`src/rtl/afe_ctrl_pkg.sv`:
```
// Shared state encoding, default calibration constants and width helper for the
// multi-channel AFE calibration controller.
package afe_ctrl_pkg;

    typedef enum logic [2:0] {
        IDLE,
        DC_CAL,
        PGA_CAL,
        OPERATE,
        ERROR
    } afe_state_e;

    localparam int unsigned DEF_NUM_CH     = 2;
    localparam int unsigned DEF_ADC_W      = 8;
    localparam int unsigned DEF_DC_W       = 7;
    localparam int unsigned DEF_PGA_W      = 4;
    localparam int unsigned DEF_WIN_LEN    = 500;
    localparam int unsigned DEF_OP_DWELL   = 10;
    localparam int unsigned DEF_DC_INIT    = 127;
    localparam int unsigned DEF_DC_LO      = 116;
    localparam int unsigned DEF_DC_HI      = 140;
    localparam int unsigned DEF_DC_STEP_DN = 4;
    localparam int unsigned DEF_DC_STEP_UP = 3;
    localparam int unsigned DEF_CLIP_LO    = 10;
    localparam int unsigned DEF_CLIP_HI    = 245;
    localparam int unsigned DEF_MAX_ITER   = 64;

    // Index width that stays at least one bit for a single channel.
    function automatic int unsigned idx_w(input int unsigned n);
        return (n > 1) ? $clog2(n) : 1;
    endfunction

endpackage

```
`src/rtl/afe_window_stats.sv`:
```
// Min/max tracker over WIN_LEN samples; eval_c marks the cycle after the window,
// when win_min/win_max hold the result, and the next window starts right after.
module afe_window_stats #(
    parameter int unsigned DATA_W  = 8,
    parameter int unsigned WIN_LEN = 500
) (
    input  logic              CLK,
    input  logic              rst,
    input  logic              clr,
    input  logic [DATA_W-1:0] din,
    output logic [DATA_W-1:0] win_min,
    output logic [DATA_W-1:0] win_max,
    output logic              eval_c
);

    localparam int unsigned CNT_W = $clog2(WIN_LEN + 1);

    logic [CNT_W-1:0] cnt;

    assign eval_c = (cnt == CNT_W'(WIN_LEN));

    always_ff @(posedge CLK) begin
        if (rst || clr || eval_c) begin
            cnt     <= '0;
            win_min <= '1;
            win_max <= '0;
        end else begin
            cnt <= cnt + CNT_W'(1);
            if (din < win_min) win_min <= din;
            if (din > win_max) win_max <= din;
        end
    end

endmodule

```
`src/rtl/afe_multi_ch_calib_ctrl.sv`:
```
// Per-channel DC/PGA calibration followed by round-robin operation with tagged samples.
// Optional AFE_OP_AVG_EN: emit one averaged sample per operating slot instead of raw samples.
module afe_multi_ch_calib_ctrl
    import afe_ctrl_pkg::*;
#(
    parameter int unsigned NUM_CH     = DEF_NUM_CH,
    parameter int unsigned ADC_W      = DEF_ADC_W,
    parameter int unsigned DC_W       = DEF_DC_W,
    parameter int unsigned PGA_W      = DEF_PGA_W,
    parameter int unsigned WIN_LEN    = DEF_WIN_LEN,
    parameter int unsigned OP_DWELL   = DEF_OP_DWELL,
    parameter int unsigned DC_INIT    = DEF_DC_INIT,
    parameter int unsigned DC_LO      = DEF_DC_LO,
    parameter int unsigned DC_HI      = DEF_DC_HI,
    parameter int unsigned DC_STEP_DN = DEF_DC_STEP_DN,
    parameter int unsigned DC_STEP_UP = DEF_DC_STEP_UP,
    parameter int unsigned CLIP_LO    = DEF_CLIP_LO,
    parameter int unsigned CLIP_HI    = DEF_CLIP_HI,
    parameter int unsigned MAX_ITER   = DEF_MAX_ITER
) (
    input  logic                      CLK,
    input  logic                      rst,
    input  logic [ADC_W-1:0]          adc_in,
    input  logic                      find_setting,
    output logic [NUM_CH-1:0]         led_en,
    output logic [DC_W-1:0]           dc_comp,
    output logic [PGA_W-1:0]          pga_gain,
    output logic                      clk_filter,
    output logic                      sample_valid,
    output logic [idx_w(NUM_CH)-1:0]  sample_ch,
    output logic [ADC_W-1:0]          sample_data,
    output logic                      busy,
    output logic                      calib_done,
    output logic                      calib_err,
    output logic [NUM_CH-1:0]         ch_err
);

    localparam int unsigned CH_W   = idx_w(NUM_CH);
    localparam int unsigned MID_W  = ADC_W + 1;
    localparam int unsigned ITER_W = $clog2(MAX_ITER + 1);
    localparam int unsigned SLOT_W = $clog2(OP_DWELL);
    localparam int unsigned DC_MAX = (1 << DC_W) - 1;

    afe_state_e state_q, state_d;

    logic [CH_W-1:0]                ch_q, ch_d;
    logic [CH_W-1:0]                op_ch_q, op_ch_d;
    logic [ITER_W-1:0]              iter_q, iter_d;
    logic [SLOT_W-1:0]              slot_q, slot_d;
    logic [NUM_CH-1:0][DC_W-1:0]    dc_store_q, dc_store_d;
    logic [NUM_CH-1:0][PGA_W-1:0]   gain_store_q, gain_store_d;

    logic [NUM_CH-1:0]  led_en_d;
    logic [DC_W-1:0]    dc_comp_d;
    logic [PGA_W-1:0]   pga_gain_d;
    logic [NUM_CH-1:0]  ch_err_d;
    logic               sample_valid_d;
    logic [CH_W-1:0]    sample_ch_d;
    logic [ADC_W-1:0]   sample_data_d;

    logic [ADC_W-1:0]   win_min, win_max;
    logic               win_eval_c;
    logic               win_clr_c;
    logic [MID_W-1:0]   mid_c;
    logic               clip_c;
    logic               store_c;

    // Windows only run while calibrating; a restart always begins a fresh window.
    assign win_clr_c = find_setting || !((state_q == DC_CAL) || (state_q == PGA_CAL));

    afe_window_stats #(
        .DATA_W  (ADC_W),
        .WIN_LEN (WIN_LEN)
    ) u_win (
        .CLK     (CLK),
        .rst     (rst),
        .clr     (win_clr_c),
        .din     (adc_in),
        .win_min (win_min),
        .win_max (win_max),
        .eval_c  (win_eval_c)
    );

    assign mid_c  = (MID_W'(win_max) + MID_W'(win_min)) >> 1;
    assign clip_c = (win_min < ADC_W'(CLIP_LO)) || (win_max > ADC_W'(CLIP_HI));

    // Next-state and next-output logic.
    always_comb begin
        state_d      = state_q;
        ch_d         = ch_q;
        op_ch_d      = op_ch_q;
        iter_d       = iter_q;
        slot_d       = slot_q;
        dc_store_d   = dc_store_q;
        gain_store_d = gain_store_q;
        led_en_d     = led_en;
        dc_comp_d    = dc_comp;
        pga_gain_d   = pga_gain;
        ch_err_d     = ch_err;
        store_c      = 1'b0;

        case (state_q)
            DC_CAL: begin
                if (win_eval_c) begin
                    if (mid_c < MID_W'(DC_LO)) begin
                        if (dc_comp < DC_W'(DC_STEP_DN)) begin
                            state_d = ERROR;
                        end else begin
                            dc_comp_d = dc_comp - DC_W'(DC_STEP_DN);
                            iter_d    = iter_q + ITER_W'(1);
                        end
                    end else if (mid_c > MID_W'(DC_HI)) begin
                        if (dc_comp > DC_W'(DC_MAX - DC_STEP_UP)) begin
                            state_d = ERROR;
                        end else begin
                            dc_comp_d = dc_comp + DC_W'(DC_STEP_UP);
                            iter_d    = iter_q + ITER_W'(1);
                        end
                    end else begin
                        dc_store_d[ch_q] = dc_comp;
                        pga_gain_d       = '0;
                        state_d          = PGA_CAL;
                    end
                    if (iter_d == ITER_W'(MAX_ITER)) state_d = ERROR;
                    if (state_d == ERROR) begin
                        led_en_d       = '0;
                        ch_err_d[ch_q] = 1'b1;
                    end
                end
            end
            PGA_CAL: begin
                if (win_eval_c) begin
                    if (clip_c) begin
                        gain_store_d[ch_q] = (pga_gain == '0) ? '0 : pga_gain - PGA_W'(1);
                        store_c            = 1'b1;
                    end else if (pga_gain != '1) begin
                        pga_gain_d = pga_gain + PGA_W'(1);
                    end else begin
                        gain_store_d[ch_q] = pga_gain;
                        store_c            = 1'b1;
                    end
                    if (store_c) begin
                        if (ch_q == CH_W'(NUM_CH - 1)) begin
                            state_d    = OPERATE;
                            op_ch_d    = '0;
                            slot_d     = '0;
                            led_en_d   = NUM_CH'(1);
                            dc_comp_d  = dc_store_d[0];
                            pga_gain_d = gain_store_d[0];
                        end else begin
                            state_d    = DC_CAL;
                            ch_d       = ch_q + CH_W'(1);
                            iter_d     = '0;
                            led_en_d   = NUM_CH'(1) << ch_d;
                            dc_comp_d  = DC_W'(DC_INIT);
                            pga_gain_d = '0;
                        end
                    end
                end
            end
            OPERATE: begin
                if (slot_q == SLOT_W'(OP_DWELL - 1)) begin
                    slot_d     = '0;
                    op_ch_d    = (op_ch_q == CH_W'(NUM_CH - 1)) ? '0 : op_ch_q + CH_W'(1);
                    led_en_d   = NUM_CH'(1) << op_ch_d;
                    dc_comp_d  = dc_store_q[op_ch_d];
                    pga_gain_d = gain_store_q[op_ch_d];
                end else begin
                    slot_d = slot_q + SLOT_W'(1);
                end
            end
            default: ;
        endcase

        // Restart overrides every other transition.
        if (find_setting) begin
            state_d      = DC_CAL;
            ch_d         = '0;
            op_ch_d      = '0;
            iter_d       = '0;
            slot_d       = '0;
            dc_store_d   = '0;
            gain_store_d = '0;
            led_en_d     = NUM_CH'(1);
            dc_comp_d    = DC_W'(DC_INIT);
            pga_gain_d   = '0;
            ch_err_d     = '0;
        end
    end

`ifdef AFE_OP_AVG_EN
    localparam int unsigned ACC_W = ADC_W + $clog2(OP_DWELL);

    logic [ACC_W-1:0] acc_q, acc_sum_c;

    // Slot average: accumulate slot cycles 1..OP_DWELL-1 and emit on the last one.
    always_comb begin
        acc_sum_c      = ((slot_q == SLOT_W'(1)) ? '0 : acc_q) + ACC_W'(adc_in);
        sample_valid_d = (state_q == OPERATE) && !find_setting &&
                         (slot_q == SLOT_W'(OP_DWELL - 1));
        sample_ch_d    = sample_valid_d ? op_ch_q : sample_ch;
        sample_data_d  = sample_valid_d ? ADC_W'(acc_sum_c / ACC_W'(OP_DWELL - 1)) : sample_data;
    end

    always_ff @(posedge CLK) begin
        if (rst) begin
            acc_q <= '0;
        end else if (state_q == OPERATE) begin
            acc_q <= acc_sum_c;
        end
    end
`else
    // Raw sample path: every non-settle slot cycle produces a tagged sample.
    always_comb begin
        sample_valid_d = (state_q == OPERATE) && !find_setting && (slot_q != '0);
        sample_ch_d    = sample_valid_d ? op_ch_q : sample_ch;
        sample_data_d  = sample_valid_d ? adc_in : sample_data;
    end
`endif

    always_ff @(posedge CLK) begin
        if (rst) begin
            state_q      <= IDLE;
            ch_q         <= '0;
            op_ch_q      <= '0;
            iter_q       <= '0;
            slot_q       <= '0;
            dc_store_q   <= '0;
            gain_store_q <= '0;
            led_en       <= '0;
            dc_comp      <= DC_W'(DC_INIT);
            pga_gain     <= '0;
            clk_filter   <= 1'b0;
            sample_valid <= 1'b0;
            sample_ch    <= '0;
            sample_data  <= '0;
            busy         <= 1'b0;
            calib_done   <= 1'b0;
            calib_err    <= 1'b0;
            ch_err       <= '0;
        end else begin
            state_q      <= state_d;
            ch_q         <= ch_d;
            op_ch_q      <= op_ch_d;
            iter_q       <= iter_d;
            slot_q       <= slot_d;
            dc_store_q   <= dc_store_d;
            gain_store_q <= gain_store_d;
            led_en       <= led_en_d;
            dc_comp      <= dc_comp_d;
            pga_gain     <= pga_gain_d;
            clk_filter   <= ~clk_filter;
            sample_valid <= sample_valid_d;
            sample_ch    <= sample_ch_d;
            sample_data  <= sample_data_d;
            busy         <= (state_d == DC_CAL) || (state_d == PGA_CAL);
            calib_done   <= (state_d == OPERATE);
            calib_err    <= (state_d == ERROR);
            ch_err       <= ch_err_d;
        end
    end

endmodule

```
`config.mk`:
```
export PLATFORM = sky130hd
export DESIGN_NAME = afe_multi_ch_calib_ctrl
export DESIGN_NICKNAME = d
export VERILOG_FILES = /design/src/rtl/afe_ctrl_pkg.sv /design/src/rtl/afe_window_stats.sv /design/src/rtl/afe_multi_ch_calib_ctrl.sv
export SDC_FILE = /design/constraint.sdc
export NUM_CORES = 1
export LEC_CHECK = 0
export CORE_ASPECT_RATIO = 2
export CORE_MARGIN = 10
export CORE_UTILIZATION = 62
export CTS_CLUSTER_DIAMETER = 60
export DETAILED_ROUTE_END_ITERATION = 10
export PLACE_DENSITY = 0.86
export SYNTH_ARGS = -nofsm -noshare
export SYNTH_HDL_FRONTEND = slang
export SYNTH_SLANG_ARGS = --single-unit
```
`constraint.sdc`:
```
create_clock -name CLK -period 4.5 [get_ports CLK]
set_clock_uncertainty 0.05 [all_clocks]
set_input_delay 0.675 -clock CLK [delete_from_list [all_inputs] [get_ports CLK]]
set_output_delay 0.675 -clock CLK [all_outputs]
set_load 0.01 [all_outputs]
```
; ---- Word-level counts from Yosys, hierarchy flattened
; Index checks and enable logic that the tools add are counted.
[totals]
in_bits = 11
elab_cells = 197
reg_bits = 92
[op_classes]
n_eq_ne = 32
muxes = 84
n_reduce_logical = 30
shift = 2
add_sub_neg = 10
magnitude_cmp = 11
bitwise = 4
[op_table]
columns = op, n
row1 = 7-bit 2-to-1 mux, 22
row2 = 4-bit 2-to-1 mux, 17
row3 = 3-bit 2-to-1 mux, 11
row4 = 7-bit case mux with 3 select lines, 1
row5 = 8-bit bitwise mux, 2
row6 = 8-bit > comparator (second input constant), 2
row7 = 8-bit 2-to-1 mux, 2
row8 = 8-bit AND reduction, 2
row9 = 3-bit by 2-bit inequality test with 1-bit output (second input constant), 5
row10 = 14-bit bitwise mux, 1
row11 = 2-bit 2-to-1 mux, 7
row12 = 7-bit case mux with 2 select lines, 1
row13 = 3-bit by 2-bit == test with 1-bit output (second input constant), 4
row14 = 1-bit 2-to-1 mux, 12
row15 = 2-bit inequality test (second input constant), 6
row16 = 4-bit case mux with 3 select lines, 1
row17 = 6-bit AND reduction, 2
row18 = 5-bit AND reduction, 2
row19 = 8-bit by 8-bit adder with 9-bit output, 1
row20 = 9-bit by 1-bit adder with 9-bit output (second input constant), 1
row21 = 9-bit == test (second input constant), 1
row22 = 3-bit inequality test (second input constant), 3
row23 = 3-bit AND reduction, 3
row24 = 4-bit by 1-bit adder with 4-bit output (second input constant), 2
row25 = other kinds (40), 62

; ---- Longest topological paths before layout
; Gate-level depths: netlist of the first run.
[logic_depth]
depth_word = 15
depth_mapped = 12
ltp_nobuf = 11

; ---- Cells and area by module
; From an unflattened synthesis of the first run, not the netlist that was laid out.
[unflattened]
hier_cells = 665
area_unflattened_um2 = 5527.8
[modules_own_cells]
columns = module, instances, area_per_inst_um2, cells_per_inst
row1 = afe_multi_ch_calib_ctrl, 1, 4130.2, 506
row2 = afe_window_stats, 1, 1397.6, 159

; ---- Worst setup path before layout of the first run
; No wires, ideal clock.
[synth_path]
path_kind = register to register
from = register u_win.win_max[0]
to = register busy
stages_incl_launch_ff = 10
arrival_ns = 2.872
t_required_ns = 4.347
setup_slack_ns = 1.474
n_path_buf = 0
setup_time_ns = 0.103
period_less_slack_ns = 3.026
cell_sequence = dfxtp_1 > and2_1 > fa_1 > a21o_1 > a221oi_4 > o21a_1 > mux2i_2 > nand3_4 > o311a_1 > a2111oi_2
[synth_between]
elab_chain_len = 15
elab_cells_between_ends = 26
classes_between = add/sub (1) / order compare (3) / eq/ne (3) / mux (17) / reduce/logical (2)
[synth_lines]
columns = item, line
row1 = start: declaration, afe_window_stats.sv:12  ; output logic [DATA_W-1:0] win_max,
row2 = start signal: assignment, afe_window_stats.sv:30  ; if (din > win_max) win_max <= din;
row3 = 8-bit by 8-bit adder with 9-bit output, afe_multi_ch_calib_ctrl.sv:84  ; assign mid_c = (MID_W'(win_max) + MID_W'(win_min)) >> 1;
row4 = 8-bit > comparator, afe_multi_ch_calib_ctrl.sv:112  ; end else if (mid_c > MID_W'(DC_HI)) begin
row5 = 7-bit 2-to-1 mux, afe_multi_ch_calib_ctrl.sv:112
row6 = 7-bit 2-to-1 mux, afe_multi_ch_calib_ctrl.sv:105  ; if (mid_c < MID_W'(DC_LO)) begin
row7 = 7-bit 2-to-1 mux, afe_multi_ch_calib_ctrl.sv:104  ; if (win_eval_c) begin
row8 = 7-bit 2-to-1 mux, afe_multi_ch_calib_ctrl.sv:102  ; case (state_q)
row9 = 7-bit == test, afe_multi_ch_calib_ctrl.sv:124  ; if (iter_d == ITER_W'(MAX_ITER)) state_d = ERROR;
row10 = 3-bit 2-to-1 mux, afe_multi_ch_calib_ctrl.sv:124
row11 = 3-bit 2-to-1 mux, afe_multi_ch_calib_ctrl.sv:104
row12 = 3-bit 2-to-1 mux, afe_multi_ch_calib_ctrl.sv:102
row13 = 3-bit 2-to-1 mux, afe_multi_ch_calib_ctrl.sv:104
row14 = 3-bit case mux with 2 select lines (*), afe_multi_ch_calib_ctrl.sv:102
row15 = 3-bit 2-to-1 mux (*), afe_multi_ch_calib_ctrl.sv:176  ; if (find_setting) begin
row16 = 3-bit by 1-bit == test with 1-bit output or 3-bit by 2-bit == test with 1-bit output (tied branches), afe_multi_ch_calib_ctrl.sv:256  ; busy <= (state_d == DC_CAL) || (state_d == PGA_CAL);
row17 = 1-bit logical OR (*), afe_multi_ch_calib_ctrl.sv:256
row18 = end signal: assignment, afe_multi_ch_calib_ctrl.sv:256
row19 = end: declaration, afe_multi_ch_calib_ctrl.sv:32  ; output logic busy,
; Every way passes the cells marked *; elsewhere a longest branch is shown, timed or not. The select of a mux whose other input is x is not followed.
; A chain may end at the register's enable or synchronous reset.

; ---- Worst setup path after layout of the first run
; Same ends and word-level chain as after synthesis.

==> metrics.cfg, run 1 <==
[yosys]
synth_top_family_by_area=compound AO/OA/AOI/OAI gates
synth_fa_ha_area_share_pct=8.37
yosys_warnings=0
ys.flop_type=dfxtp_1
synth-compound-area-share_pct=23.1
ys_seq_area_share_pct=33.6
synth-seq-cells=92
synth.area.mux_share_pct=7.79
synth_nets=699
yosysTopAreaCell=dfxtp_1
synth_cells=652
synth-xor-area-share_pct=2.24
syn_area_um2=5470
yosys.area.top_type_share_pct=33.6
synthTopCellsByArea=dfxtp_1 34%, ha_1 8.0%, mux2i_1 7.1%
ys_types=72
synthSimpleGateAreaFrac_pct=19.8
synth_edf_count=0
synth_area_per_cell_um2=8.40
synthArstFlopShare_pct=0

[cts]
cts-root-buf=clkbuf_16
numCtsBuffers=9
post_cts_buffers=0
post_cts_resized=0
clk-insertion-delay-late_ps=350
cts_tree=yes
clockBufferDepth=2
clk_pin_slew_worst_paths_ps=70
h-tree-depth=3
holdBufCountCts=0
clock_sinks=92

[worst_setup_path]
critPathBufInv=0
worstSetupPathType=reg2reg
crit_path_top_delay_cell=o311a_1
start_kind=register
path_cells=and2_1 > fa_1 > a21o_1 > a221oi_4 > o21a_1 > mux2i_2 > nand3_4 > o311a_1 > a2111oi_2
arrival_ps=3600
critPathMaxStageDelay_ps=460
crit_family=compound AO/OA/AOI/OAI gates
cp.required_ps=4680
path_max_fanout=8
crit_path_end_kind=register

[drt]
drc=0
wl_um=14500
dr.pass1.iters=5
vias_per_cell=6.47
avgRoutedWirePerCell_um=18.6
drt-initial-drc-count=295
postRouteAntennaNets=0
num_vias=5050

[flow_run]
maxCapViolCount=0

[timing]
relSlewSlack_pct=28.1
period_needed_ps=3430
tns_ps=0
fin_crit_sh_pct=76.2
setup_viol=0
fmax_mhz=292
rsz0062_at_grt=false
finalMaxSlewViolations=0
worst_pin_slew_ps=1080
finalHoldViolations=0

[placement]
portBuffers=39
gp_congestion=0.961
place_hpwl_um=11100

[global_route]
grtUsageTotal_pct=21.9
overflow=0
grt_max_degree=41
antenna_found_initial=0
grt_pass1_vias=5046
grt_first_pass_wirelength_um=24100

[floorplan]
rows=48
io_pins=40
initial_core_util_pct=63.3
dieArea_um2=13200
die_h_um=153
core_area_um2=8650
dieWidth_um=86.4

[cells_and_area]
areaGrowthSynthToFinish_pct=13.4
multiInputGateArea_um2=3360
mostFrequentLayoutCells=93 x nor2_1, 92 x dfxtp_1, 40 x a21oi_1
antenna_cells=0
layout-drive-gt1-share_pct=6.62
regArea_um2=1840
nets=722
fillers=676
final_common_cell=nor2_1

[power_and_ir_drop]
leakage_nw=2.39
ir_worst_vdd_mv=0.271
total_power_mw=1.87
cellPowerDensity_nw_per_um2=301

[hold_path]
hp-class=reg2reg

[status]
status=complete, no violations

[final cells by class]
type | count | area share (%)
Inverter | 40 | 2.42
Clock inverter | 6 | 1.15
Tap cell | 100 | 2.02
Timing Repair Buffer | 43 | 6.77
Sequential cell | 92 | 29.7
Multi-Input combinational cell | 489 | 54.1
Clock buffer | 10 | 3.85
[logic make-up after synthesis]
logic type               Yosys count
adder cells (fa/ha/maj)           36
AO/OA/AOI/OAI                    176
multiplexers                      42
AND/OR/NAND/NOR                  221
XOR/XNOR                          14
flip-flops                        92
buffers and inverters             71
[through the flow]
step / hold slack [ps] / instances / utilization [%] / area (um^2) / setup WS [ps]
2_1_floorplan: 378 / 652 / - / 5470 / 1470
3_3_place_gp: 346 / 764 / 68.2 / 5900 / 1060
3_5_place_dp: 349 / 764 / 68.2 / 5900 / 929
4_1_cts: 360 / 780 / 71.8 / 6210 / 1090
5_1_grt: 375 / 780 / 71.8 / 6210 / 912
6_report: 356 / 780 / 71.8 / 6210 / 1070
[per-layer routing]
| layer | GRT usage, % | routed length (um) | vias to the layer above |
|---|---|---|---|
| met3 | 3.94 | 712 | 66 |
| li1 | - | - | 2389 |
| met1 | 21.3 | 5220 | 2401 |
| met5 | 0 | 0 | - |
| met2 | 40.1 | 7830 | 194 |
| met4 | 13.8 | 769 | 0 |
[where the power goes]
part           switching [mW]  leakage (nW)  total, mW  internal (mW)
registers              0.0119         0.744      0.834          0.822
clock network           0.332         0.145      0.782          0.449
logic                   0.155          1.50      0.255         0.0995
[Yosys cell counts, types with 16 or more instances]
library cell and instances:
inv_1 38, a21o_1 16, nand2_1 38, nor2_1 93, a21oi_1 40, clkbuf_1 22
o211ai_1 21, mux2i_1 39, o21ai_0 19, nand3_1 17, dfxtp_1 92, ha_1 35
[final timing paths]
| kind | startpoint | to | slack [ps] | cells after the start |
|---|---|---|---|---|
| setup reg to reg | u_win.win_max[0] | busy | 1070 | 9 |
| hold reg to reg | clk_filter | clk_filter | 360 | 1 |
| setup / recovery | u_win.win_max[0] | busy | 1070 | 9 |
| hold / removal | clk_filter | clk_filter | 360 | 1 |
[sequential cells by signal, summed over array words and instances (netlist names)]
signal         count
dc_store_q        14
busy               1
sample_data        8
ch_q               1
u_win.cnt          9
state_q            3
u_win.win_max      8
gain_store_q       8
sample_valid       1
iter_q             7
op_ch_q            1
dc_comp            7
led_en             2
clk_filter         1
slot_q             4
ch_err             2
sample_ch          1
calib_err          1
calib_done         1
u_win.win_min      8
pga_gain           4
Power figures use the tool's default switching activity.
==> inputs of run 2 (changes only) <==
--- a/config.mk
+++ b/config.mk
@@ -7,10 +7,10 @@
 export LEC_CHECK = 0
 export CORE_ASPECT_RATIO = 2
 export CORE_MARGIN = 10
-export CORE_UTILIZATION = 62
+export CORE_UTILIZATION = 54
 export CTS_CLUSTER_DIAMETER = 60
 export DETAILED_ROUTE_END_ITERATION = 10
-export PLACE_DENSITY = 0.86
+export PLACE_DENSITY = 0.79
 export SYNTH_ARGS = -nofsm -noshare
 export SYNTH_HDL_FRONTEND = slang
 export SYNTH_SLANG_ARGS = --single-unit
==> constraint.sdc (replaced) <==
create_clock -name CLK -period 2.98 [get_ports CLK]
set_clock_uncertainty 0.05 [all_clocks]
set_input_delay 0.447 -clock CLK [delete_from_list [all_inputs] [get_ports CLK]]
set_output_delay 0.447 -clock CLK [all_outputs]
set_load 0.01 [all_outputs]
==> run 2 against run 1 <==
Net effect:
- maximum frequency up 8.9%
- global-route usage decreased by 1.3 points
- power up 55%
- first-iteration DRC count rose by 38%
- core utilization decreased by 3.4 points
- final area is 10% higher
- critical path depth grew 3
- sequential cell count unchanged
- clock power rose by 45%
- the flow now finishes with violations (negative setup slack)
- sequential share of layout area down 2.7 points
- final cell count increased by 10%
- combinational power rose by 100%
- critical endpoint is now calib_done
==> metrics.cfg, run 2 (synthesis results as in run 1) <==
[timing]
period_needed_ps=3150  ; -279 ps
relSlewSlack_pct=50.5  ; +22 points
tns_ps=-806  ; -806 ps
fin_crit_sh_pct=106  ; +30 points
fmax_mhz=317  ; +8.9%
setup_viol=10  ; +10
fin_ws_ps=-170  ; -1240 ps
finalHoldViolations=0  ; unchanged
worst_pin_slew_ps=742  ; -334 ps
finalMaxSlewViolations=0  ; unchanged
rsz0062_at_grt=true

[cts]
holdBufCountCts=0  ; unchanged
clk-insertion-delay-late_ps=340  ; about the same
clk_pin_slew_worst_paths_ps=60  ; about the same
cts-root-buf=clkbuf_16
clock_sinks=92  ; unchanged
h-tree-depth=3  ; unchanged
clockBufferDepth=2  ; unchanged
cts_tree=yes
numCtsBuffers=9  ; unchanged

[placement]
preCtsSetupSlack_ps=-98.0  ; -1030 ps
detailed_place.area_um2=6220  ; +5.6%
portBuffers=39  ; unchanged
gp_congestion=0.889  ; -7.5%
place_hpwl_um=11900  ; +7.4%

[status]
status=finished with violations
violations=negative setup slack

[worst_setup_path]
crit_cells=12  ; +3
path_cells=and2_4 > fa_2 > a21o_1 > a221oi_4 > o21a_2 > mux2i_4 > buf_6 > nand2_4 > nor3_4 > o31ai_4 > a21oi_2 > nor4b_2
crit_family=compound AO/OA/AOI/OAI gates
crit_path_top_delay_cell=fa_2
crit_path_end_kind=register
rr_worst_depth=12  ; +3
start_kind=register
startpoint=u_win.win_max[0]
arrival_ps=3310  ; -290 ps
cp.required_ps=3140  ; -1540 ps
critPathMaxStageDelay_ps=390  ; -70 ps
path_max_fanout=3  ; -5
r2r_start=u_win.win_max[0]
worstSetupPathType=reg2reg
critPathBufInv=1  ; +1

[global_route]
grt_first_pass_wirelength_um=25200  ; +4.8%
grt_pass1_vias=5481  ; +8.6%
overflow=0  ; unchanged
antenna_found_initial=0  ; unchanged
grtUsageTotal_pct=20.6  ; -1.3 points
grt_max_degree=24  ; -41%

[floorplan]
dieWidth_um=91.2  ; +5.5%
dieArea_um2=14800  ; +12%
io_pins=40  ; unchanged
die_h_um=162  ; +6.2%
initial_core_util_pct=54.6  ; -8.7 points
rows=52  ; +8.3%
core_area_um2=10000  ; +16%

[drt]
dr.pass1.iters=5  ; unchanged
num_vias=5317  ; +5.3%
postRouteAntennaNets=0  ; unchanged
avgRoutedWirePerCell_um=18.8  ; +0.81%
drc=0  ; unchanged
drt-initial-drc-count=406  ; +38%
wl_um=16100  ; +11%
vias_per_cell=6.19  ; -4.4%

[power_and_ir_drop]
leakage_nw=2.65  ; +11%
seqPwrFrac_pct=43.1  ; -1.5 points
combPwrFrac_pct=18.0  ; +4.4 points
internal_power_mw=2.11  ; +54%
cellPowerDensity_nw_per_um2=424  ; +41%
ir_worst_vdd_mv=0.313  ; +15%
clkPwrFrac_pct=38.9  ; -2.9 points
switching_share_pct=27.3  ; +0.56 points
p_switching_mw=0.792  ; +59%

[hold_path]
hp-class=reg2reg
min-delay-start=clk_filter
whs_path_depth=1  ; unchanged

[cells_and_area]
fillers=778  ; +15%
largest_register_ffs=14  ; unchanged
nets=766  ; +6.1%
multiInputGateArea_um2=3600  ; +7.2%
antenna_cells=0  ; unchanged
reg_top3=dc_store_q (14), u_win.cnt (9)
mostFrequentLayoutCells=90 x nor2_1, 90 x dfxtp_1, 40 x buf_4
layout-drive-gt1-share_pct=16.7  ; +10 points
areaGrowthSynthToFinish_pct=25.1
design_area_um2=6850  ; +10%
regMostFlops=dc_store_q
regArea_um2=1840  ; +0.14%

[flow_run]
maxCapViolCount=0  ; unchanged

## run 2: cell count changes in the layout (fill, tap and decap cells not counted), sizes merged
cell,previous run,this run
buf,4,48
## run 2: layer usage
layer	global-route usage [%]	up-vias	part of all wire, %
li1	-	2495	-
met1	17.5	2493	32
met2	39.9	235	56
met3	3.74	94	4.5
met4	17.2	0	7.1
met5	0	-	0
## run 2: final timing paths
kind | to | slack [ps]
max | calib_done | -170
min | clk_filter | 360
max reg2reg | calib_done | -170
min reg2reg | clk_filter | 360
## run 2: timing repair
item / CTS / global route
pin swaps: 6 / 32
setup endpoints to repair: 35 / 38
buffers inserted: 1 / 9
resized for setup: 18 / 37
## run 2: cell type report
class	instances	area share, %
multi-input combinational	489	52.6
clock buffer	10	3.34
inverter	40	2.19
sequential	92	26.9
clock inverter	6	0.932
timing repair buffer	87	11.5
tap	135	2.47
## run 2: metrics by stage
| step | std cells | hold WS [ps] | total power, mW | utilization, % |
|---|---|---|---|---|
| floorplan | 652 | 378 | 1.56 | - |
| detailed placement | 834 | 359 | 1.69 | 62.1 |
| finish | 859 | 364 | 2.90 | 68.3 |
| global placement | 834 | 343 | 1.67 | 62.1 |
| CTS | 851 | 372 | 2.83 | 66.0 |
| global route | 859 | 410 | 3.01 | 68.3 |
## run 2: power groups by stage
stage | registers, mW | logic, mW | clock network, mW
floorplan | 1.28 | 0.284 | 0
global placement | 1.28 | 0.394 | 0
detailed placement | 1.28 | 0.411 | 0
CTS | 1.25 | 0.444 | 1.14
global route | 1.25 | 0.560 | 1.20
finish | 1.25 | 0.522 | 1.13
==> inputs of run 3 (changes only) <==
--- a/config.mk
+++ b/config.mk
@@ -10,7 +10,7 @@
 export CORE_UTILIZATION = 54
 export CTS_CLUSTER_DIAMETER = 60
 export DETAILED_ROUTE_END_ITERATION = 10
-export PLACE_DENSITY = 0.79
+export PLACE_DENSITY_LB_ADDON = 0.2
 export SYNTH_ARGS = -nofsm -noshare
 export SYNTH_HDL_FRONTEND = slang
 export SYNTH_SLANG_ARGS = --single-unit
==> run 3 against run 2 <==
Net effect:
- the flow still finishes with violations (negative setup slack)
- global-route usage shrank 0.19 points
- power grew 3.1%
- clock power grew 5%
- register-to-register slack gained 80 ps
- die area is the same
- worst hold slack lost 7.4 ps
- first-iteration DRC count shrank 35%
- setup slack gained 83 ps
- via count shrank 1.9%
- core utilization grew 0.29 points
- maximum frequency grew 2.7%
- combinational power grew 5.2%
==> metrics.cfg, run 3 (synthesis results as in run 1) <==
[placement]
preCtsSetupSlack_ps=-144  ; -46.4 ps
place_hpwl_um=11800  ; -1.2%
portBuffers=39  ; unchanged
gp_congestion=0.928  ; +4.4%

[global_route]
grt_max_degree=33  ; +38%
grt_first_pass_wirelength_um=24700  ; -2.0%
overflow=0  ; unchanged
grtUsageTotal_pct=20.4  ; -0.19 points
grt_pass1_vias=5233  ; -4.5%
antenna_found_initial=0  ; unchanged

[power_and_ir_drop]
ir_worst_vdd_mv=0.338  ; +8.2%
p_switching_mw=0.847  ; +7.0%
seqPwrFrac_pct=41.9  ; -1.2 points
switching_share_pct=28.3  ; +1.0 points
cellPowerDensity_nw_per_um2=435  ; +2.6%
internal_power_mw=2.15  ; +1.6%
combPwrFrac_pct=18.3  ; +0.3 points
total_power_mw=2.99  ; +3.1%
clkPwrFrac_pct=39.8  ; +0.9 points
leakage_nw=2.66  ; +0.66%

[cells_and_area]
layout-drive-gt1-share_pct=16.1  ; -0.57 points
reg_top3=dc_store_q (14), u_win.cnt (9)
multiInputGateArea_um2=3590  ; -0.28%
antenna_cells=0  ; unchanged
largest_register_ffs=14  ; unchanged
fillers=845  ; +8.6%
mostFrequentLayoutCells=91 x nor2_1, 91 x dfxtp_1, 39 x clkdlybuf4s50_1, 39 x buf_4
final_util_pct=68.6  ; +0.29 points
regMostFlops=dc_store_q
areaGrowthSynthToFinish_pct=25.6
nets=767  ; +0.13%
regArea_um2=1840  ; about the same

[timing]
hold-worst-slack_ps=356  ; -7.40 ps
rsz0062_at_grt=true
worst_pin_slew_ps=683  ; -59.9 ps
fin_ws_ps=-87.6  ; +82.9 ps
finalHoldViolations=0  ; unchanged
setup_viol=11  ; +1
tns_ps=-372  ; +434 ps
fmax_mhz=326  ; +2.7%
period_needed_ps=3070  ; -82.9 ps
fin_crit_sh_pct=103  ; -2.8 points
finalMaxSlewViolations=0  ; unchanged
relSlewSlack_pct=53.2  ; +2.7 points

[hold_path]
whs_path_depth=1  ; unchanged
min-delay-start=clk_filter
hold-path-endpoint=clk_filter
hp-class=reg2reg

[cts]
clk-insertion-delay-late_ps=350  ; about the same
clockBufferDepth=2  ; unchanged
clk_pin_slew_worst_paths_ps=70  ; about the same
cts_tree=yes
cts-root-buf=clkbuf_16
clock_sinks=92  ; unchanged
h-tree-depth=3  ; unchanged
numCtsBuffers=9  ; unchanged

[flow_run]
maxCapViolCount=0  ; unchanged

[worst_setup_path]
cp.required_ps=3170  ; +30 ps
r2r_start=u_win.win_max[0]
rr_worst_depth=12  ; unchanged
path_max_fanout=3  ; unchanged
start_kind=register
arrival_ps=3260  ; -50 ps
r2r_end=busy
r2r_slack_ps=-90  ; +80 ps
worstSetupPathType=reg2reg
crit_path_end_kind=register

[drt]
wl_um=15800  ; -2.2%
vias_per_cell=6.06  ; -2.0%
drc=0  ; unchanged
dr.pass1.iters=5  ; unchanged
num_vias=5215  ; -1.9%
drt-initial-drc-count=262  ; -35%
postRouteAntennaNets=0  ; unchanged
avgRoutedWirePerCell_um=18.3  ; -2.4%

[floorplan]
rows=52  ; unchanged
initial_core_util_pct=54.6  ; unchanged
dieArea_um2=14800  ; unchanged
core_area_um2=10000  ; unchanged
die_h_um=162  ; unchanged
dieWidth_um=91.2  ; unchanged
io_pins=40  ; unchanged

[status]
status=finished with violations
violations=negative setup slack

-- run 3: cell types whose count changed in the layout (fill, tap and decap cells not counted), sizes merged --
| cell | before | now |
|---|---|---|
| inv | 39 | 40 |
| clkbuf | 10 | 9 |
| buf | 48 | 49 |
-- run 3: worst max-delay path, stage by stage (launching register included) --
cell       delay, ps
dfxtp_2          330
and2_4           150
fa_2             380
a21o_1           220
a221oi_4         300
buf_6            170
xnor2_4           80
a31oi_4          220
and3_4           280
nor3_4            70
o31ai_4          260
a21oi_2          100
a2111oi_2        350
-- run 3: power groups by stage --
stage	Sequential [mW]	Clock, mW	Combinational, mW
2_1_floorplan	1.28	0	0.284
3_3_place_gp	1.28	0	0.404
3_5_place_dp	1.28	0	0.420
4_1_cts	1.25	1.20	0.442
5_1_grt	1.25	1.24	0.585
6_report	1.25	1.19	0.549
-- run 3: layout make-up --
cell class | count | share of cell area [%]
Sequential cell | 92 | 26.8
Multi-Input combinational cell | 489 | 52.2
Timing Repair Buffer | 88 | 11.8
Inverter | 40 | 2.18
Clock inverter | 7 | 1.22
Clock buffer | 9 | 3.28
Tap cell | 135 | 2.46
-- run 3: worst max path at each step --
stage / cells after the start / start / endpoint / slack [ps]
CTS: 9 / u_win.win_max[0] / busy / -20
global route: 13 / u_win.win_max[0] / dc_store_q[8] / -190
detailed placement: 10 / u_win.win_max[0] / busy / -140
floorplan: 9 / u_win.win_max[0] / busy / 10
finish: 12 / u_win.win_max[0] / busy / -90
global placement: 10 / u_win.win_max[0] / busy / -3
-- run 3: metrics by stage --
| step | cells | area, um^2 |
|---|---|---|
| after global placement | 836 | 6250 |
| after CTS | 852 | 6630 |
| after floorplan | 652 | 5480 |
| final | 860 | 6880 |
| after global routing | 860 | 6880 |
| after detailed placement | 836 | 6250 |
-- run 3: per-layer routing --
layer	wire length, um	global-route usage [%]	part of all wire (%)	vias to the layer above
li1	-	-	-	2486
met1	5380	17.9	34	2479
met2	8690	39.1	55	181
met3	594	3.55	3.8	69
met4	1110	16.4	7.0	0
met5	0	0	0	-
-- run 3: repair_timing --
item | 4_1_cts | 5_1_grt
hold buffers | 0 | 0
endpoints found under the setup margin | 31 | 39
hold endpoints to repair | 0 | 0
setup buffers | 0 | 8
gates cloned | 0 | 0
resized for setup | 13 | 40
pin swaps | 3 | 17
